### config.mk
export PLATFORM = sky130hd
export DESIGN_NAME = i2c_arbiter
export DESIGN_NICKNAME = d
export VERILOG_FILES = /design/src/rtl/i2c_arbiter.sv
export SDC_FILE = /design/constraint.sdc
export NUM_CORES = 1
export LEC_CHECK = 0
export ABC_AREA = 0
export BUFFER_PORTS_ARGS = -buffer_cell sky130_fd_sc_hd__buf_2
export CORE_UTILIZATION = 53
export CTS_CLUSTER_SIZE = 12
export DETAILED_ROUTE_END_ITERATION = 10
export PLACE_DENSITY = 0.78
export SYNTH_ARGS = -nofsm -noshare
export SYNTH_HDL_FRONTEND = slang
export SYNTH_SLANG_ARGS = --single-unit
export TNS_END_PERCENT = 1
### constraint.sdc
create_clock -name clk_i2c_arb -period 2.5 [get_ports clk_i2c_arb]
set_input_delay 0.5 -clock clk_i2c_arb [delete_from_list [all_inputs] [get_ports clk_i2c_arb]]
set_output_delay 0.5 -clock clk_i2c_arb [all_outputs]
set_load 0.02 [all_outputs]
### src/rtl/i2c_arbiter.sv
`timescale 1ns/1ps
// i2c_arbiter
// Shares one I2C master driver between two clients (port 0: AD/DA, port 1: EEPROM/RTC).
// Each client sees a private-driver style exec/done handshake. Grants are round-robin.
// Each port has its own slave address and word-address width. A watchdog aborts a hung transfer.
module i2c_arbiter #(
    parameter logic [6:0]  SLV_ADDR0  = 7'h48,
    parameter logic [6:0]  SLV_ADDR1  = 7'h50,
    parameter logic        BIT_CTRL0  = 1'b0,
    parameter logic        BIT_CTRL1  = 1'b1,
    parameter logic [19:0] TIMEOUT    = 20'd100000,
    parameter logic [7:0]  GAP_CYCLES = 8'd4
) (
    input  logic        clk_i2c_arb,
    input  logic        rst_n,
    input  logic        req0_exec,
    input  logic        req0_rh_wl,
    input  logic [15:0] req0_addr,
    input  logic [7:0]  req0_data_w,
    output logic [7:0]  req0_data_r,
    output logic        req0_done,
    output logic        req0_err,
    output logic        req0_busy,
    input  logic        req1_exec,
    input  logic        req1_rh_wl,
    input  logic [15:0] req1_addr,
    input  logic [7:0]  req1_data_w,
    output logic [7:0]  req1_data_r,
    output logic        req1_done,
    output logic        req1_err,
    output logic        req1_busy,
    output logic        i2c_exec,
    output logic        i2c_rh_wl,
    output logic [15:0] i2c_addr,
    output logic [7:0]  i2c_data_w,
    output logic [6:0]  i2c_slave_addr,
    output logic        i2c_bit_ctrl,
    input  logic [7:0]  i2c_data_r,
    input  logic        i2c_done
);

    typedef enum logic [1:0] {IDLE, ISSUE, WAIT_DONE, GAP} state_t;

    // Last WAIT_DONE count value; reaching it without i2c_done aborts the transfer.
    localparam logic [19:0] TMO_LAST = TIMEOUT - 20'd1;

    // Client inputs gathered into per-port arrays so both ports share one code path.
    logic [1:0]  w_exec;
    logic [1:0]  w_rh_wl;
    logic [15:0] w_addr   [2];
    logic [7:0]  w_data_w [2];

    assign w_exec      = {req1_exec, req0_exec};
    assign w_rh_wl     = {req1_rh_wl, req0_rh_wl};
    assign w_addr[0]   = req0_addr;
    assign w_addr[1]   = req1_addr;
    assign w_data_w[0] = req0_data_w;
    assign w_data_w[1] = req1_data_w;

    state_t      r_state;
    state_t      w_state_nxt;
    logic [1:0]  r_pend;
    logic [1:0]  r_rh_wl;
    logic [15:0] r_addr   [2];
    logic [7:0]  r_data_w [2];
    logic        r_cur;
    logic        r_last;
    logic [19:0] r_tcnt;
    logic [7:0]  r_gcnt;
    logic        r_i2c_rh_wl;
    logic [15:0] r_i2c_addr;
    logic [7:0]  r_i2c_data_w;
    logic [6:0]  r_i2c_slave;
    logic        r_i2c_bc;
    logic [1:0]  r_done;
    logic [1:0]  r_err;
    logic [7:0]  r_data_r [2];
    logic        w_load;
    logic        w_fin;
    logic        w_tout;
    logic        w_win;

    // Request capture: latch a client's fields on exec while idle; release one cycle after its done.
    // NOTE: sequential state is written with non-blocking assignments so every register samples
    // pre-edge values; blocking here would let one register see another's new value in the same edge.
    // NOTE: these per-port field arrays are a handful of flops, not a RAM, so resetting them is cheap
    // and keeps every output deterministic straight out of reset.
    always_ff @(posedge clk_i2c_arb or negedge rst_n) begin
        if (!rst_n) begin
            r_pend  <= 2'b00;
            r_rh_wl <= 2'b00;
            for (int i = 0; i < 2; i++) begin
                r_addr[i]   <= 16'h0000;
                r_data_w[i] <= 8'h00;
            end
        end else begin
            for (int i = 0; i < 2; i++) begin
                if (w_exec[i] && !r_pend[i]) begin
                    r_pend[i]   <= 1'b1;
                    r_rh_wl[i]  <= w_rh_wl[i];
                    r_addr[i]   <= w_addr[i];
                    r_data_w[i] <= w_data_w[i];
                end else if (r_done[i]) begin
                    r_pend[i] <= 1'b0;
                end
            end
        end
    end

    // State register.
    always_ff @(posedge clk_i2c_arb or negedge rst_n) begin
        if (!rst_n) r_state <= IDLE;
        else        r_state <= w_state_nxt;
    end

    // Next-state and control strobes: pick a winner, detect completion or watchdog expiry.
    // NOTE: every always_comb output gets a default first so no path leaves it unassigned (no latch).
    always_comb begin
        w_state_nxt = r_state;
        w_load      = 1'b0;
        w_fin       = 1'b0;
        w_tout      = 1'b0;
        // On a tie the port that was not served last wins; otherwise the only pending port wins.
        w_win       = (r_pend == 2'b11) ? ~r_last : r_pend[1];
        case (r_state)
            IDLE: begin
                if (|r_pend) begin
                    w_load      = 1'b1;
                    w_state_nxt = ISSUE;
                end
            end
            ISSUE: w_state_nxt = WAIT_DONE;
            WAIT_DONE: begin
                if (i2c_done) begin
                    w_fin       = 1'b1;
                    w_state_nxt = GAP;
                end else if (r_tcnt >= TMO_LAST) begin
                    w_fin       = 1'b1;
                    w_tout      = 1'b1;
                    w_state_nxt = GAP;
                end
            end
            GAP: begin
                // GAP always lasts at least one cycle, even with GAP_CYCLES = 0.
                if (({1'b0, r_gcnt} + 9'd1) >= {1'b0, GAP_CYCLES}) w_state_nxt = IDLE;
            end
            default: w_state_nxt = IDLE;
        endcase
    end

    // Grant bookkeeping and the driver fields, held stable from ISSUE until the next grant.
    always_ff @(posedge clk_i2c_arb or negedge rst_n) begin
        if (!rst_n) begin
            r_cur        <= 1'b0;
            r_last       <= 1'b1;
            r_i2c_rh_wl  <= 1'b0;
            r_i2c_addr   <= 16'h0000;
            r_i2c_data_w <= 8'h00;
            r_i2c_slave  <= 7'h00;
            r_i2c_bc     <= 1'b0;
        end else begin
            if (w_load) begin
                r_cur        <= w_win;
                r_i2c_rh_wl  <= r_rh_wl[w_win];
                r_i2c_addr   <= r_addr[w_win];
                r_i2c_data_w <= r_data_w[w_win];
                r_i2c_slave  <= w_win ? SLV_ADDR1 : SLV_ADDR0;
                r_i2c_bc     <= w_win ? BIT_CTRL1 : BIT_CTRL0;
            end
            if (w_fin) r_last <= r_cur;
        end
    end

    // Watchdog: zero in ISSUE, counts through ISSUE/WAIT_DONE, saturates instead of wrapping.
    always_ff @(posedge clk_i2c_arb or negedge rst_n) begin
        if (!rst_n)                                                          r_tcnt <= 20'd0;
        else if (w_load)                                                     r_tcnt <= 20'd0;
        else if ((r_state == ISSUE || r_state == WAIT_DONE) && r_tcnt != '1) r_tcnt <= r_tcnt + 20'd1;
    end

    // Inter-transfer gap counter.
    always_ff @(posedge clk_i2c_arb or negedge rst_n) begin
        if (!rst_n)              r_gcnt <= 8'd0;
        else if (w_fin)          r_gcnt <= 8'd0;
        else if (r_state == GAP) r_gcnt <= r_gcnt + 8'd1;
    end

    // Client responses: one-cycle done, sticky err, read data (0xFF on abort, held on write).
    always_ff @(posedge clk_i2c_arb or negedge rst_n) begin
        if (!rst_n) begin
            r_done      <= 2'b00;
            r_err       <= 2'b00;
            r_data_r[0] <= 8'h00;
            r_data_r[1] <= 8'h00;
        end else begin
            r_done <= 2'b00;
            if (w_fin) begin
                r_done[r_cur] <= 1'b1;
                r_err[r_cur]  <= w_tout;
                if (w_tout)           r_data_r[r_cur] <= 8'hFF;
                else if (r_i2c_rh_wl) r_data_r[r_cur] <= i2c_data_r;
            end
        end
    end

    assign req0_data_r    = r_data_r[0];
    assign req0_done      = r_done[0];
    assign req0_err       = r_err[0];
    assign req0_busy      = r_pend[0];
    assign req1_data_r    = r_data_r[1];
    assign req1_done      = r_done[1];
    assign req1_err       = r_err[1];
    assign req1_busy      = r_pend[1];
    assign i2c_exec       = (r_state == ISSUE);
    assign i2c_rh_wl      = r_i2c_rh_wl;
    assign i2c_addr       = r_i2c_addr;
    assign i2c_data_w     = r_i2c_data_w;
    assign i2c_slave_addr = r_i2c_slave;
    assign i2c_bit_ctrl   = r_i2c_bc;

endmodule
==> flow_metrics.tcl <==
set metrics [dict create \
    run_status "finished, violations left" \
    failing_checks "hold timing" \
    path_buf_inv 0 \
    gr-total-overflow 0 \
    synth_top_family_by_area "compound AO/OA/AOI/OAI gates" \
    worst_slew_pin_slew_ps 600 \
    clock-sinks 131 \
    headroom_to_the_max_slew_limit_pct 60.0 \
    finalCritPeriodShare_pct 85.1 \
    seq_area_frac_synth_pct 58.1 \
    cp.required_ps 2900 \
    maxCapViolCount 0 \
    antenna_cells_inserted 0 \
    fmax_mhz 470 \
    cp_max_fo 5 \
    grt_first_pass_wirelength_mm 21.4 \
    final_layout_size_suffix_gt1_share_pct 36.7 \
    area_taken_by_flip_flops_and_latches_sq_um 3280 \
    timing.setup.critical_path_class "register to register" \
    postCtsResizedCells 0 \
    track_usage_pct 25.0 \
    die_area_sq_um 11100 \
    synth_top_cells_by_area "sky130_fd_sc_hd__dfrtp_1 58%, sky130_fd_sc_hd__mux2_2 10%, sky130_fd_sc_hd__a222oi_1 4.4%, sky130_fd_sc_hd__xor2_1 2.8%, sky130_fd_sc_hd__a2bb2oi_1 2.5%" \
    synthesis.area_per_instance_sq_um 12.1 \
    grt_max_degree 44 \
    compound_gate_portion_of_the_synthesized_area_pct 12.1 \
    clkTransAtPathRegs_ps 60 \
    average_vias_per_placed_instance 5.79 \
    synth.most_common_cell "sky130_fd_sc_hd__dfrtp_1" \
    dieWidth_um 105 \
    synth_top_cell_by_area "sky130_fd_sc_hd__dfrtp_1" \
    worst_setup_path_start_kind "register" \
    tritoncts.num_buffers 17 \
    boundaryPins 119 \
    cts.htree.levels 4 \
    worst_ep_arrival_ps 2530 \
    initialDrtViolationCount 310 \
    category_of_the_worst_setup_path_capture_point "register" \
    postSynth.topFlopCell "sky130_fd_sc_hd__dfrtp_1" \
    clockBufferDepth 2 \
    yosys.area_share.simple_pct 9.55 \
    min_period_ps 2130 \
    synth_top_area_share_pct 57.6 \
    gpl.final_weighted_congestion 0.881 \
    synth_adder_area_share_pct 1.33 \
    rows 37 \
    clk_latency_ps 520 \
    power-per-cell-area_nw_per_um2 1320 \
    setup_viol 0 \
    cts-hold-fix-buffers 0 \
    synth_seq_cells 131 \
    drc 0 \
    nets_finish 650 \
    synth.mux.area_fraction_pct 10.5 \
    detailed_place_hpwl_mm 8.66 \
    synthesis.instances 466 \
    routed_wire_length_per_instance_um 17.8 \
    critical_path.cell_chain "ha_1 -> and4_1 -> nand3_1 -> a21oi_2 -> nor2_2 -> a221oi_2 -> mux2_1" \
    met2RoutedLength_mm 6.64 \
    cts_root_buf "sky130_fd_sc_hd__clkbuf_8" \
    p_leak_nw 3.38 \
    finalCoreUtilization_pct 67.2 \
    worst-r2r-cell-count 7 \
    synth_cell_types 44 \
    met1_routed_wirelength_after_detailed_routing_mm 5.36 \
    synth_warnings 0 \
    dr_total_vias 4227 \
    number_of_flops_mapped_to_enable_cells_by_yosys 0 \
    tns_ps 0 \
    io_buffer_count 114 \
    crit-reg2reg-capture "r_state[1]" \
    multi_input_comb_area_sq_um 2130 \
    wl_met3_um 877 \
    drt-total-wl_mm 13.0 \
    chipHeight_um 105 \
    slowest_stage "sky130_fd_sc_hd__dfrtp_1" \
    report.final.hold_viol_count 6 \
    rsz0062_at_grt "false" \
    drt.antenna.violating_nets 0 \
    final_max_slew_viol_count 0 \
    clock_skew_ps 7.71 \
    r2r_start "r_tcnt[0]" \
    critical_path.max_stage_delay_ps 380 \
    start_util_pct 54.7 \
    clock_tree_from_tritoncts "yes" \
    power.ir.vdd_worst_v 0.000746 \
    holdCritPathClass "primary input to async pin" \
    whs_ps -18.0 \
    path_delay_family "compound AO/OA/AOI/OAI gates" \
    detailedRoute.firstPassIterationCount 6 \
    core_area_sq_um 10300 \
    synth.cell_area_sq_um 5650 \
    synth_commonest_cells "130 x sky130_fd_sc_hd__dfrtp_1, 50 x sky130_fd_sc_hd__mux2_2, 31 x sky130_fd_sc_hd__nor2_1" \
    grt_pass1_vias 4339 \
    layout_stage_area_growth_over_the_synthesis_result_pct 22.8 \
    layout.filler_cells 778 \
    synthArstFlopShare_pct 100 \
    dr.max_layer_used "met4" \
    synth_xor_xnor_area_share_pct 3.72 \
    antenna_violations_before_repair 0 \
    post-cts-setup-buffers 0 \
    reg2reg_setup_slack_ps 370 \
]
==> logic make-up (layout without fill, tap and decap cells) <==
kind of cell	count (synthesis)	in the layout
buffers and inverters	61	186
flip-flops	131	131
AO/OA/AOI/OAI	85	85
other	1	4
adder cells (fa/ha/maj)	6	6
multiplexers	53	53
XOR/XNOR	24	24
AND/OR/NAND/NOR	105	105
==> layer usage <==
metal,track usage (%),vias to the layer above
met5,0,-
met4,8.15,0
met3,7.73,11
met2,41.4,136
met1,31.2,2156
li1,-,1924
==> where the power goes <==
group	leakage [nW]	switching [mW]	internal (mW)
Sequential	1.66	0.601	2.98
Combinational	1.46	1.82	1.43
Clock	0.266	0.960	1.36
Total	3.38	3.38	5.77
==> area by class of cell <==
| class | instances | area share, % |
|---|---|---|
| Clock buffer | 19 | 6.23 |
| Clock inverter | 13 | 1.79 |
| Inverter | 28 | 1.52 |
| Multi-Input combinational cell | 277 | 30.8 |
| Sequential cell | 131 | 47.3 |
| Tap cell | 136 | 2.45 |
| Timing Repair Buffer | 126 | 9.93 |
==> sequential cells by signal, indices dropped and copies added, names as in the netlist <==
signal and cells:
r_err 2, i2c_addr 16, r_state 2, r_gcnt 8, req0_data_r 8, r_last 1
r_done 2, r_data_w 16, i2c_rh_wl 1, r_rh_wl 2, r_addr 32, r_pend 2
req1_data_r 8, r_tcnt 20, i2c_slave_addr 3, i2c_data_w 8
==> through the flow <==
step	setup slack [ps]	total power, mW	cells	hold WS [ps]	instance area, sq um
finish	373	9.15	730	-18.0	6930
global route	241	9.64	730	11.6	6930
CTS	397	9.20	730	3.46	6930
detailed placement	407	6.85	698	447	6380
global placement	498	6.64	698	445	6380
floorplan	591	5.76	469	204	5660
==> cells in the final DEF (no fill, tap or decap), drive strengths merged, types with 8 or more instances in the layout <==
cell | netlist | layout
mux2 | 51 | 51
xor2 | 18 | 18
a21oi | 8 | 8
inv | 28 | 32
nand2b | 10 | 10
nand4 | 12 | 12
a2bb2oi | 16 | 16
buf | 13 | 126
nor2 | 34 | 34
dfrtp | 130 | 130
nand2 | 16 | 16
a222oi | 25 | 25
o22ai | 17 | 17
clkbuf | 20 | 19
==> worst max-delay path by stage <==
stage | slack (ps) | startpoint | cells after the start | end
after CTS | 400 | r_tcnt[0] | 7 | r_state[1]
after global placement | 500 | r_tcnt[5] | 6 | r_state[1]
after global routing | 240 | r_tcnt[5] | 6 | r_state[1]
after detailed placement | 410 | r_tcnt[0] | 7 | r_state[1]
final | 370 | r_tcnt[0] | 7 | r_state[1]
after floorplan | 590 | r_state[0] | 9 | r_tcnt[19]
Power figures use the tool's default switching activity.
